==> src/rtl/vec_pkg.sv <==
// Shared defaults and FSM state type for the vector serializer.
package vec_pkg;

  localparam int VEC_BITS = 8;
  localparam int VEC_N    = 64;

  typedef enum logic [2:0] {
    IDLE,
    SEND_LEN,
    SEND_DATA,
`ifdef VEC_SERIAL_OUT_CHECKSUM_EN
    SEND_SUM,
`endif
    FIN
  } vec_ser_state_t;

endpackage

==> src/rtl/vec_serial_out.sv <==
// Serializes a snapshot vector as length, data beats and, when
// VEC_SERIAL_OUT_CHECKSUM_EN is defined, a trailing XOR checksum beat.
module vec_serial_out
  import vec_pkg::*;
#(
  parameter int BITS = VEC_BITS,
  parameter int N    = VEC_N
) (
  input  logic            clk,
  input  logic            rst,
  input  logic [BITS-1:0] in [N-1:0],
  input  logic [BITS-1:0] in_len,
  input  logic            start,
  input  logic            out_ready,
  output logic [BITS-1:0] out,
  output logic            out_valid,
  output logic            busy,
  output logic            done,
  output logic            len_err
);

  localparam int IW = (N > 1) ? $clog2(N) : 1;

  vec_ser_state_t  state;
  logic [BITS-1:0] vec [N-1:0];
  logic [BITS-1:0] length;
  logic [IW:0]     index;
  logic [IW:0]     index_nxt;
  logic            fire;
  logic            last;
  logic            clamp;
  logic [BITS-1:0] len_cap;
`ifdef VEC_SERIAL_OUT_CHECKSUM_EN
  logic [BITS-1:0] sum;
  logic [BITS-1:0] sum_nxt;
`endif

  always_comb begin
    fire      = out_valid & out_ready;
    last      = (int'(index) + 1 == int'(length));
    clamp     = (int'(in_len) > N);
    len_cap   = clamp ? BITS'(N) : in_len;
    index_nxt = index + 1'b1;
`ifdef VEC_SERIAL_OUT_CHECKSUM_EN
    // running XOR includes the beat being accepted now
    sum_nxt   = sum ^ out;
`endif
  end

  always_ff @(posedge clk) begin
    if (rst) begin
      state     <= IDLE;
      out       <= '0;
      out_valid <= 1'b0;
      busy      <= 1'b0;
      done      <= 1'b0;
      len_err   <= 1'b0;
      index     <= '0;
      length    <= '0;
      for (int i = 0; i < N; i++)
        vec[i] <= '0;
`ifdef VEC_SERIAL_OUT_CHECKSUM_EN
      sum       <= '0;
`endif
    end else begin
      done <= 1'b0;
      unique case (state)
        IDLE: begin
          if (start) begin
            vec       <= in;
            length    <= len_cap;
            index     <= '0;
            out       <= len_cap;
            out_valid <= 1'b1;
            busy      <= 1'b1;
            state     <= SEND_LEN;
            if (clamp)
              len_err <= 1'b1;
`ifdef VEC_SERIAL_OUT_CHECKSUM_EN
            sum       <= '0;
`endif
          end
        end
        SEND_LEN: begin
          if (fire) begin
`ifdef VEC_SERIAL_OUT_CHECKSUM_EN
            sum <= sum_nxt;
`endif
            if (length == '0) begin
`ifdef VEC_SERIAL_OUT_CHECKSUM_EN
              out       <= sum_nxt;
              state     <= SEND_SUM;
`else
              out       <= '0;
              out_valid <= 1'b0;
              done      <= 1'b1;
              state     <= FIN;
`endif
            end else begin
              index <= '0;
              out   <= vec[0];
              state <= SEND_DATA;
            end
          end
        end
        SEND_DATA: begin
          if (fire) begin
`ifdef VEC_SERIAL_OUT_CHECKSUM_EN
            sum <= sum_nxt;
`endif
            if (last) begin
`ifdef VEC_SERIAL_OUT_CHECKSUM_EN
              out       <= sum_nxt;
              state     <= SEND_SUM;
`else
              out       <= '0;
              out_valid <= 1'b0;
              done      <= 1'b1;
              state     <= FIN;
`endif
            end else begin
              index <= index_nxt;
              out   <= vec[index_nxt[IW-1:0]];
            end
          end
        end
`ifdef VEC_SERIAL_OUT_CHECKSUM_EN
        SEND_SUM: begin
          if (fire) begin
            out       <= '0;
            out_valid <= 1'b0;
            done      <= 1'b1;
            state     <= FIN;
          end
        end
`endif
        FIN: begin
          busy  <= 1'b0;
          state <= IDLE;
        end
        default: begin
          out       <= '0;
          out_valid <= 1'b0;
          busy      <= 1'b0;
          state     <= IDLE;
        end
      endcase
    end
  end

endmodule

==> config.mk <==
export PLATFORM = sky130hd
export DESIGN_NAME = vec_serial_out
export DESIGN_NICKNAME = d
export VERILOG_FILES = /design/src/rtl/vec_pkg.sv /design/src/rtl/vec_serial_out.sv
export SDC_FILE = /design/constraint.sdc
export NUM_CORES = 1
export LEC_CHECK = 0
export BUFFER_PORTS_ARGS = -buffer_cell sky130_fd_sc_hd__buf_2
export CORE_ASPECT_RATIO = 0.6
export CORE_MARGIN = 3
export CORE_UTILIZATION = 45
export CTS_CLUSTER_SIZE = 20
export DETAILED_ROUTE_END_ITERATION = 16
export PLACE_DENSITY = 0.69
export SLEW_MARGIN = 20
export SYNTH_ARGS = -nofsm -noshare
export SYNTH_HDL_FRONTEND = slang
export SYNTH_SLANG_ARGS = --single-unit
==> constraint.sdc <==
create_clock -name clk -period 3 [get_ports clk]
set_clock_uncertainty 0.15 [all_clocks]
set_input_delay 0.15 -clock clk [delete_from_list [all_inputs] [get_ports clk]]
set_output_delay 0.15 -clock clk [all_outputs]
set_load 0.01 [all_outputs]
==> run metrics <==
status finished clean; Final WS setup approximately 0.0078 ns; #FFs+latches synth around 540; P_sw 8.43 mW; Post-synth EDFFs 0; commonest non-fill, non-tap cell in the layout nand2_1; Cell Area, Synth approximately 0.023 sq mm; Port Buffers 535; RSZ-0062 raised after global routing false; number of remaining DRC errors 0; r2r worst-path depth 9; worst setup path class flop to flop; placed insts roughly 3,800; Seq/Total Area, Yosys 0.467; Largest delay share family, worst path simple AND/OR/NAND/NOR gates; global-route wire length before repair between 150,000 and 200,000 um; Post-DP HPWL 60,100 um; Rows 63; clk slew on worst S/H paths ~0.070 ns; Placement Setup Slack 0.124 ns; CP Data Required Time about 3.3 ns; crit path capture type flop; Slew headroom 0.332; worst path cell trace ha_4, buf_4, buf_4, mux4_2, nand2_1, nand3_1, o2111ai_1, and4b_1, a211oi_1; cell count along the critical path 9; Synth Instances approximately 2,700; Synth-to-Final Area Change 47.9%; DR pass1 iterations 8; io pins 536; Tightest Pin Transition around 1.0 ns; routability congestion estimate 0.939; setup_tns 0 ns; Critical Path Slowest Stage Cell ha_4; cell mode on critical path buf_4; share of Yosys cell area claimed by the top area cell type 0.467; crit path max fanout 22; Worst Hold Depth 4; Tcrit/Tclk final 0.997; share of power burned in registers 0.395; Clock power frac 0.276; layout cell share with drive strength beyond 1 0.223; synth warn 0; CTS tree done; syn_area_per_cell ~8.5 sq um; # fillers around 3,700; largest net degree at the start of global routing 150; CTS Buf Count 49; antenna-violating nets left 0; DR WL/cell 22.8 um; Synth area leaders dfxtp_1 47%, nand2_1 18%, mux4_2 14%, a21oi_1 11%, clkbuf_1 2.6%; Sw Share 0.354; Worst Hold Class input pin to flop; core area ~0.05 sq mm; # H-tree levels 2; Synth area leader dfxtp_1; most frequent cells in the layout 1,080 x nand2_1, 605 x dlygate4sd3_1, 540 x dfxtp_1, 534 x buf_2, 523 x a21oi_1; Max Cap Viol 0; P_int about 15 mW; final net count 4,289; Sink Count ~540; Max VDD drop 0.000540 V; Main synth FF type dfxtp_1; Logic pwr share 0.329; CTS root buf clkbuf_16; total gr overflow 0; Initial Util 0.463; pwr dens just under 700 mW/mm^2; antenna violations before repair 18; Syn Nets roughly 3,300; total number of vias between 20,000 and 30,000; die height about 180 um; # Post-CTS Setup Buffers 0; static leakage 13.9 nW; total track usage 0.368; crit path time final 2.99 ns; Final Non-Filler Cells about 4,500; fin. max-slew vios 0; die area between 0.05 and 0.06 sq mm; final setup violation count 0; Worst setup SP type flop; CTS max path bufs 3; Iter 0 DRT Violations 3,057; Routed WL between 100,000 and 150,000 um; Max stage delay on crit path between 0.5 and 0.6 ns; worst path bufs/invs 2; vias in the first global route ~26,000; routed vias/inst approximately 5.8; Fin. Hold Viols 0; Die Wd ~300 um; fmax around 0.33 GHz; Yosys cell types 60; Arrival @ worst endpoint roughly 3.3 ns; Async S/R FF share, synth 0; Skew-Pair Late Insertion Delay 0.58 ns
## power groups by stage
| stage | Combinational, mW | Sequential, mW | Clock (mW) |
|---|---|---|---|
| final | 7.85 | 9.41 | 6.59 |
| after global routing | 8.46 | 9.48 | 6.90 |
| after CTS | 7.37 | 9.30 | 6.57 |
| after detailed placement | 6.56 | 9.45 | 0 |
| after global placement | 6.38 | 9.44 | 0 |
| after floorplan | 4.49 | 9.08 | 0 |
## worst paths after layout
| path | startpoint | endpoint | slack, ns |
|---|---|---|---|
| setup / recovery | index[0] | out[5] | 0.008 |
| hold reg to reg | vec[487] | vec[487] | 0.30 |
| setup reg to reg | index[0] | out[5] | 0.008 |
| hold / removal | in[92] | vec[92] | 0.21 |
## metal layers
metal | track usage | wire length, um | vias to the layer above | share of wire
li1 | - | - | 11328 | -
met1 | 0.459 | 39100 | 12269 | 0.38
met2 | 0.539 | 43400 | 1821 | 0.42
met3 | 0.143 | 12400 | 616 | 0.12
met4 | 0.222 | 7310 | 12 | 0.071
met5 | 0.00265 | 80 | - | 0.00078
## through the flow
step | utilization | cell area [sq um] | total power [mW] | hold WS (ns)
after floorplan | - | 23200 | 13.6 | 0.136
after global placement | 0.529 | 26500 | 15.8 | 0.243
after detailed placement | 0.529 | 26500 | 16.0 | 0.248
after CTS | 0.683 | 34200 | 23.2 | 0.188
after global routing | 0.684 | 34300 | 24.8 | 0.205
final | 0.685 | 34300 | 23.8 | 0.210
## final cells by class
type	count	area [sq um]	area share
Antenna cell	10	25.0	0.000729
Clock buffer	64	1420	0.0412
Clock inverter	25	235	0.00685
Inverter	9	36.3	0.00106
Multi-Input combinational cell	1958	11400	0.334
Sequential cell	541	10800	0.316
Tap cell	682	853	0.0249
Timing Repair Buffer	1201	9480	0.276
## what timing repair did
item                                    4_1_cts  5_1_grt
hold buffers                                605        0
endpoints found under the hold margin       522        0
resized for setup                             0        8
endpoints found under the setup margin        0       25
## cells by family (layout without fill, tap and decap cells)
kind of cell / after synthesis / count (layout) / share of synthesized area
AOI/OAI and AO/OA: 600 / 600 / 0.137
other: 0 / 10 / 0
buffers and inverters: 233 / 1299 / 0.0427
muxes: 163 / 163 / 0.147
DFF: 541 / 541 / 0.467
xor gates and xnor gates: 16 / 16 / 0.00701
and+or+nand+nor: 1174 / 1174 / 0.197
adders and majority gates: 5 / 5 / 0.00270
## synthesized netlist by cell type (all sizes together), types with 2 or more instances
cell type	count
nand2b	4
mux2	9
and4b	3
a21boi	2
o2111ai	5
xor2	6
nand2	1083
o2111a	3
nand3	29
mux4	141
ha	5
nor4	5
a211oi	8
a21oi	523
o31ai	2
a31oi	3
inv	9
nor2b	2
mux2i	13
nand4	4
clkbuf	159
a221o	4
and2	4
or2	4
nor3	4
and3	4
a22oi	6
a221oi	7
o21ai	20
o22ai	5
buf	65
dfxtp	541
o21a	2
xnor2	10
nor2	24
## tightest hold or removal path, stage by stage
cell and delay (ns):
dlygate4sd3_1 0.52, buf_2 0.12, nand2_1 0.05, a21oi_1 0.05
## registers in the layout (all words and copies together), names as in the netlist
register,flops
vec,512
length,8
out,8
index,7
state,2
busy,1
done,1
len_err,1
out_valid,1
No activity file was read; power rests on OpenSTA's default activity.
